==> src/rtl/wb_burst_pkg.sv <==
// Shared definitions for the Wishbone read-burst prefetcher.
//   state_e   : controller states (IDLE, BURST, FLUSH)
//   CTI_*     : Wishbone B3 cycle type identifiers
//   BTE_*     : Wishbone B3 burst type extensions
//   next_adr  : next beat address for a given burst type
package wb_burst_pkg;

    typedef enum logic [1:0] {
        ST_IDLE  = 2'd0,
        ST_BURST = 2'd1,
        ST_FLUSH = 2'd2
    } state_e;

    localparam logic [2:0] CTI_CLASSIC = 3'b000;
    localparam logic [2:0] CTI_CONST   = 3'b001;
    localparam logic [2:0] CTI_INC     = 3'b010;
    localparam logic [2:0] CTI_EOB     = 3'b111;

    localparam logic [1:0] BTE_LINEAR  = 2'b00;
    localparam logic [1:0] BTE_WRAP4   = 2'b01;
    localparam logic [1:0] BTE_WRAP8   = 2'b10;
    localparam logic [1:0] BTE_WRAP16  = 2'b11;

    // Operates on the low six address bits only, so it is independent of the
    // address width. Bit 6 of the result is the carry out of a linear step;
    // wrapping bursts never produce a carry.
    function automatic logic [6:0] next_adr(input logic [5:0] adr, input logic [1:0] bte);
        logic [6:0] r;
        r = {1'b0, adr};
        case (bte)
            BTE_LINEAR: r      = {1'b0, adr} + 7'd4;
            BTE_WRAP4:  r[3:2] = adr[3:2] + 2'd1;
            BTE_WRAP8:  r[4:2] = adr[4:2] + 3'd1;
            default:    r[5:2] = adr[5:2] + 4'd1;
        endcase
        return r;
    endfunction

endpackage

==> src/rtl/wb_burst_fifo.sv <==
// Synchronous first-word-fall-through FIFO holding prefetched read data.
//   clk, rst   : clock, synchronous active-high reset
//   clr        : empty the FIFO (takes priority over push)
//   push, din  : write one word (ignored when full)
//   pop        : drop the head word (ignored when empty)
//   dout       : current head word
//   empty, full, count : occupancy
module wb_burst_fifo #(
    parameter int DEPTH = 4,
    parameter int W     = 32
) (
    input  logic                       clk,
    input  logic                       rst,
    input  logic                       clr,
    input  logic                       push,
    input  logic [W-1:0]               din,
    input  logic                       pop,
    output logic [W-1:0]               dout,
    output logic                       empty,
    output logic                       full,
    output logic [$clog2(DEPTH):0]     count
);

    localparam int PW = $clog2(DEPTH);
    localparam int CW = PW + 1;

    logic [W-1:0]  mem_q [DEPTH];
    logic [W-1:0]  mem_d [DEPTH];
    logic [PW-1:0] wr_ptr_q, wr_ptr_d;
    logic [PW-1:0] rd_ptr_q, rd_ptr_d;
    logic [CW-1:0] count_q, count_d;
    logic          do_push, do_pop;

    assign empty = (count_q == '0);
    assign full  = (count_q == CW'(DEPTH));
    assign count = count_q;
    assign dout  = mem_q[rd_ptr_q];

    always_comb begin
        mem_d    = mem_q;
        wr_ptr_d = wr_ptr_q;
        rd_ptr_d = rd_ptr_q;
        count_d  = count_q;
        do_push  = push & ~full & ~clr;
        do_pop   = pop & ~empty & ~clr;
        if (clr) begin
            wr_ptr_d = '0;
            rd_ptr_d = '0;
            count_d  = '0;
        end else begin
            if (do_push) begin
                mem_d[wr_ptr_q] = din;
                wr_ptr_d        = wr_ptr_q + PW'(1);
            end
            if (do_pop) begin
                rd_ptr_d = rd_ptr_q + PW'(1);
            end
            count_d = count_q + CW'(do_push) - CW'(do_pop);
        end
    end

    always_ff @(posedge clk) begin
        if (rst) begin
            mem_q    <= '{default: '0};
            wr_ptr_q <= '0;
            rd_ptr_q <= '0;
            count_q  <= '0;
        end else begin
            mem_q    <= mem_d;
            wr_ptr_q <= wr_ptr_d;
            rd_ptr_q <= rd_ptr_d;
            count_q  <= count_d;
        end
    end

endmodule

==> src/rtl/wb_burst_prefetch.sv <==
// Wishbone B3 read-burst prefetcher in front of a classic-only slave.
// Incrementing read bursts are turned into speculative classic single reads
// whose data is buffered and returned to the master one beat per cycle.
// Everything else (writes, classic, constant-address cycles) passes through.
//   wb_clk, wb_rst        : clock, synchronous active-high reset
//   wbm_*_i / wbm_*_o     : master-facing B3 port
//   wbs_*_o / wbs_*_i     : slave-facing classic port
module wb_burst_prefetch
    import wb_burst_pkg::*;
#(
    parameter int AW    = 32,
    parameter int DEPTH = 4
) (
    input  logic          wb_clk,
    input  logic          wb_rst,
    input  logic [AW-1:0] wbm_adr_i,
    input  logic [31:0]   wbm_dat_i,
    input  logic [3:0]    wbm_sel_i,
    input  logic          wbm_we_i,
    input  logic          wbm_cyc_i,
    input  logic          wbm_stb_i,
    input  logic [2:0]    wbm_cti_i,
    input  logic [1:0]    wbm_bte_i,
    output logic [31:0]   wbm_dat_o,
    output logic          wbm_ack_o,
    output logic [AW-1:0] wbs_adr_o,
    output logic [31:0]   wbs_dat_o,
    output logic [3:0]    wbs_sel_o,
    output logic          wbs_we_o,
    output logic          wbs_cyc_o,
    output logic          wbs_stb_o,
    input  logic [31:0]   wbs_dat_i,
    input  logic          wbs_ack_i
);

    localparam int CW = $clog2(DEPTH) + 1;

    state_e        state_q, state_d;
    logic [AW-1:0] pf_adr_q, pf_adr_d;
    logic [1:0]    bte_q, bte_d;
    logic          out_q, out_d;        // slave read issued and not yet acked

    logic          fifo_push, fifo_pop, fifo_clr;
    logic          fifo_empty, fifo_full;
    logic [CW-1:0] fifo_count;
    logic [31:0]   fifo_dout;

    logic          issue, slv_done, end_burst;
    logic [6:0]    nxt_lo;

    wb_burst_fifo #(
        .DEPTH (DEPTH),
        .W     (32)
    ) u_fifo (
        .clk   (wb_clk),
        .rst   (wb_rst),
        .clr   (fifo_clr),
        .push  (fifo_push),
        .din   (wbs_dat_i),
        .pop   (fifo_pop),
        .dout  (fifo_dout),
        .empty (fifo_empty),
        .full  (fifo_full),
        .count (fifo_count)
    );

    always_comb begin
        state_d   = state_q;
        pf_adr_d  = pf_adr_q;
        bte_d     = bte_q;
        out_d     = out_q;
        fifo_push = 1'b0;
        fifo_pop  = 1'b0;
        fifo_clr  = 1'b0;
        issue     = 1'b0;
        slv_done  = 1'b0;
        end_burst = 1'b0;
        nxt_lo    = next_adr(pf_adr_q[5:0], bte_q);
        wbm_dat_o = '0;
        wbm_ack_o = 1'b0;
        wbs_adr_o = '0;
        wbs_dat_o = '0;
        wbs_sel_o = '0;
        wbs_we_o  = 1'b0;
        wbs_cyc_o = 1'b0;
        wbs_stb_o = 1'b0;

        if (!wb_rst) begin
            case (state_q)
                ST_IDLE: begin
                    wbs_adr_o = wbm_adr_i;
                    wbs_dat_o = wbm_dat_i;
                    wbs_sel_o = wbm_sel_i;
                    wbs_we_o  = wbm_we_i;
                    wbs_cyc_o = wbm_cyc_i;
                    wbs_stb_o = wbm_stb_i;
                    wbm_ack_o = wbs_ack_i;
                    wbm_dat_o = wbs_dat_i;
                    if (wbm_cyc_i && wbm_stb_i && !wbm_we_i && wbm_cti_i == CTI_INC) begin
                        // Burst start cycle: nothing goes downstream yet.
                        wbs_cyc_o = 1'b0;
                        wbs_stb_o = 1'b0;
                        wbm_ack_o = 1'b0;
                        pf_adr_d  = wbm_adr_i;
                        bte_d     = wbm_bte_i;
                        out_d     = 1'b0;
                        state_d   = ST_BURST;
                    end
                end

                ST_BURST: begin
                    issue     = out_q | (fifo_count < CW'(DEPTH));
                    slv_done  = issue & wbs_ack_i;
                    wbs_cyc_o = issue;
                    wbs_stb_o = issue;
                    wbs_adr_o = pf_adr_q;
                    wbs_sel_o = 4'hf;
                    wbm_ack_o = wbm_cyc_i & wbm_stb_i & ~fifo_empty;
                    wbm_dat_o = fifo_dout;
                    fifo_pop  = wbm_ack_o;
                    if (slv_done) begin
                        // Upper bits only move on a linear carry out of bit 5.
                        pf_adr_d = {pf_adr_q[AW-1:6] + (AW-6)'(nxt_lo[6]), nxt_lo[5:0]};
                    end
                    end_burst = ~wbm_cyc_i | (wbm_ack_o & (wbm_cti_i == CTI_EOB));
                    if (end_burst) begin
                        fifo_clr = 1'b1;
                        out_d    = 1'b0;
                        state_d  = (issue && !wbs_ack_i) ? ST_FLUSH : ST_IDLE;
                    end else begin
                        fifo_push = slv_done & ~fifo_full;
                        out_d     = issue & ~wbs_ack_i;
                    end
                end

                ST_FLUSH: begin
                    wbs_cyc_o = 1'b1;
                    wbs_stb_o = 1'b1;
                    wbs_adr_o = pf_adr_q;
                    wbs_sel_o = 4'hf;
                    if (wbs_ack_i) begin
                        state_d = ST_IDLE;
                    end
                end

                default: begin
                    state_d = ST_IDLE;
                end
            endcase
        end
    end

    always_ff @(posedge wb_clk) begin
        if (wb_rst) begin
            state_q  <= ST_IDLE;
            pf_adr_q <= '0;
            bte_q    <= BTE_LINEAR;
            out_q    <= 1'b0;
        end else begin
            state_q  <= state_d;
            pf_adr_q <= pf_adr_d;
            bte_q    <= bte_d;
            out_q    <= out_d;
        end
    end

endmodule

==> config.mk <==
export PLATFORM = sky130hd
export DESIGN_NAME = wb_burst_prefetch
export DESIGN_NICKNAME = d
export VERILOG_FILES = /design/src/rtl/wb_burst_pkg.sv /design/src/rtl/wb_burst_fifo.sv /design/src/rtl/wb_burst_prefetch.sv
export SDC_FILE = /design/constraint.sdc
export NUM_CORES = 1
export LEC_CHECK = 0
export CAP_MARGIN = 20
export CORE_AREA = 3 3 179 181
export CTS_CLUSTER_DIAMETER = 200
export DETAILED_ROUTE_END_ITERATION = 16
export DIE_AREA = 0 0 182 184
export PLACE_DENSITY = 0.5
export SLEW_MARGIN = 5
export SYNTH_ARGS = -nofsm -noshare
export SYNTH_HDL_FRONTEND = slang
export SYNTH_SLANG_ARGS = --single-unit
==> constraint.sdc <==
create_clock -name wb_clk -period 4.3 [get_ports wb_clk]
set_clock_uncertainty 0.2 [all_clocks]
set_input_delay 0.645 -clock wb_clk [delete_from_list [all_inputs] [get_ports wb_clk]]
set_output_delay 0.645 -clock wb_clk [all_outputs]
set_load 0.005 [all_outputs]
==> metrics.cfg <==
[status]
status = completed

[cells_and_area]
area_growth_pct = 34.2
regArea_um2 = 3440
multi_input_area_um2 = 5240
drive_gt1_frac = 0.0894
nets = 1289
fillers = 3092

[global_route]
gr-total-overflow = 0
grt_pass1_vias = 7851
grt_pass1_wl_mm = 44.6
grt_max_degree = 101
grt_usage = 0.164
antenna_found_initial = 2

[setup_path]
worstPathCellList = clkdlybuf4s50_1 -> or4b_4 -> nor2_1 -> nor2_1 -> nand2_1 -> a21oi_1 -> clkdlybuf4s50_1
critical_path_class = input port to output port
start_kind = input port
ff2ff_setup_slack_ns = 1.22
cp_data_arrival_time_ns = 2.85
cp.required_ns = 3.45
crit_fanout = 6
path_buf_inv = 2
critPathTopFamily = buffers and inverters
critPathSlowestCell = clkdlybuf4s50_1
slowest_delay_ns = 0.60
cp-end-kind = output port

[synth]
syn_area_um2 = 9090
ys_top_cells_by_area = dfxtp_1 38%, mux2i_1 15%, mux4_2 7.9%, nor2_1 7.9%, a22o_1 3.1%
synth_ff_type = dfxtp_1
synth_top_area_cell = dfxtp_1
yosys_warnings = 0
syn-instance-count = 995
async_reset_ff_frac = 0
synth_edf_count = 0
yosysTopAreaCellShare = 0.379
ys_types = 58
yosys_register_bits = 172
avgSynthCellArea_um2 = 9.13
synth-seq-area-share = 0.379
synth_nets = 1123

[die]
start_util = 0.297
ioPinCount = 215
fp.dieArea_um2 = 33500
num_rows = 64
fp.dieH_um = 184
die_w_um = 182
core_area_um2 = 30600

[drt]
drtPass1Iterations = 4
drt_iter0_markers = 502
wirelength_mm = 28.0
num_vias = 7995
via_per_inst = 5.09
postRouteAntennaNets = 0
route.detailed.drc = 0
wl_per_cell_um = 17.8

[pwr]
p_leak_nw = 5.37
peakVddDrop_mv = 0.251
powerDensity_nw_per_um2 = 298

[timing]
fin_setup_tns_ns = 0
worst_pin_slew_ns = 1.06
fin_ws_ns = 0.610
setup_violations = 0
layout_worst_path_cycle_share = 0.858
max_freq_mhz = 271
min_period_ns = 3.69
rsz0062_at_grt = no
slew_headroom = 0.290
fin_hold_ws_ns = 0.255
hold_viol = 0
drv_slew = 0

[placement]
io_buffer_count = 214
dp.final_hpwl_mm = 18.4
post-place-ws_ns = 0.590
gp_congestion = 0.732

[clock_network]
insertion_delay_ns = 0.43
clockBufferDepth = 2
numClockSinks = 172
cts_root_buf = clkbuf_16
cts_inserted_buffers = 17
postCtsHoldBufs = 0
cts_tree = yes
htree_levels = 4
post_cts_resized = 0
clkTransAtPathRegs_ns = 0.07
cts_setup_buffers = 0

[run]
drv_cap = 0

[hold_path]
hold_class = flop to flop

worst paths after layout:
| check | endpoint | cells past startpoint | start |
|---|---|---|---|
| worst max-delay path | wbs_stb_o | 7 | wbm_cyc_i |
| worst max register to register | u_fifo.count[2]$_SDFF_PP0_ | 13 | state_q[1]$_SDFFE_PP0P_ |
| worst min-delay path | pf_adr_q[1]$_SDFFE_PP0P_ | 2 | pf_adr_q[1]$_SDFFE_PP0P_ |
| worst min register to register | pf_adr_q[1]$_SDFFE_PP0P_ | 2 | pf_adr_q[1]$_SDFFE_PP0P_ |
area by class of cell:
class                   count  area share
clock inverters            15      0.0171
multi-input cells         716       0.429
clock buffers              17      0.0349
well taps                 396      0.0406
flip-flops and latches    172       0.282
repair buffers            232       0.189
diodes                      1    0.000205
inverters                  22     0.00677
metrics by stage:
stage | cells | area, um2 | power [mW] | utilization
after floorplan | 995 | 9090 | 1.78 | -
final | 1571 | 12200 | 3.64 | 0.399
after global routing | 1571 | 12200 | 3.79 | 0.399
after CTS | 1570 | 12200 | 3.70 | 0.399
after detailed placement | 1538 | 11600 | 2.05 | 0.378
after global placement | 1538 | 11600 | 2.05 | 0.378
metal layers:
metal  up-vias  GRT usage  routed length [um]  share of wire
li1       3924          -                   -              -
met4         2     0.0393                 354          0.013
met5         -          0                  13        0.00046
met2       163      0.277               13600           0.48
met1      3884      0.215               12700           0.45
met3        22     0.0378                1370          0.049
registers in the layout, summed over array words and instances (netlist names):
register	cells
pf_adr_q	32
out_q	1
u_fifo.wr_ptr_q	2
bte_q	2
u_fifo.mem_q	128
state_q	2
u_fifo.count	3
u_fifo.rd_ptr_q	2
report_power, final:
part	switching [mW]	total (mW)	internal (mW)	leakage, nW
clock network	0.820	1.63	0.808	0.303
registers	0.00880	1.61	1.60	1.39
logic	0.168	0.400	0.232	3.68
cells in the final DEF, fill, tap and decap left out, drive strengths merged, types with 3 or more instances in the layout:
cell type and count:
mux2i 132, nand2 43, a22oi 34, clkdlybuf4s50 213
nand3 17, nor2b 9, xnor2 5, nand4 14
nor2 191, inv 29, a31oi 7, a211oi 9
o31ai 4, and4 5, ha 16, dfxtp 172
o221ai 3, and2 6, nor4 4, a21oi 40
nor3 5, clkinv 8, clkbuf 17, mux4 32
a22o 32, buf 19, o21ai 28, and3 44
tightest hold or removal path, stage by stage (launching register included):
cell	delay [ns]
dfxtp_1	0.31
nand2_1	0.05
a21oi_1	0.05
cells by family (layout without fill, tap and decap cells):
family,after synthesis,after routing,share of synthesized area
and+or+nand+nor,349,349,0.178
AOI/OAI and AO/OA,180,180,0.140
DFF,172,172,0.379
muxes,165,165,0.226
buffers and inverters,107,286,0.0478
adders and majority gates,17,17,0.0242
xor gates and xnor gates,5,5,0.00482
other,0,1,0
synthesized netlist by cell type, types with 3 or more instances:
cell type / n
and4_1: 5
ha_1: 16
nand4_1: 14
a21oi_1: 40
buf_1: 5
mux2i_1: 132
clkbuf_1: 59
nor2_1: 191
buf_2: 20
nand2_1: 42
a22o_1: 32
inv_1: 22
and2_1: 5
mux4_2: 32
a211oi_1: 9
nor3_1: 5
nor2b_1: 9
dfxtp_1: 172
o31ai_1: 4
a31oi_1: 7
o21ai_0: 27
a22oi_1: 34
xnor2_1: 5
and3_1: 44
nor4_1: 3
nand3_1: 17
(Power assumes the default switching activity.)
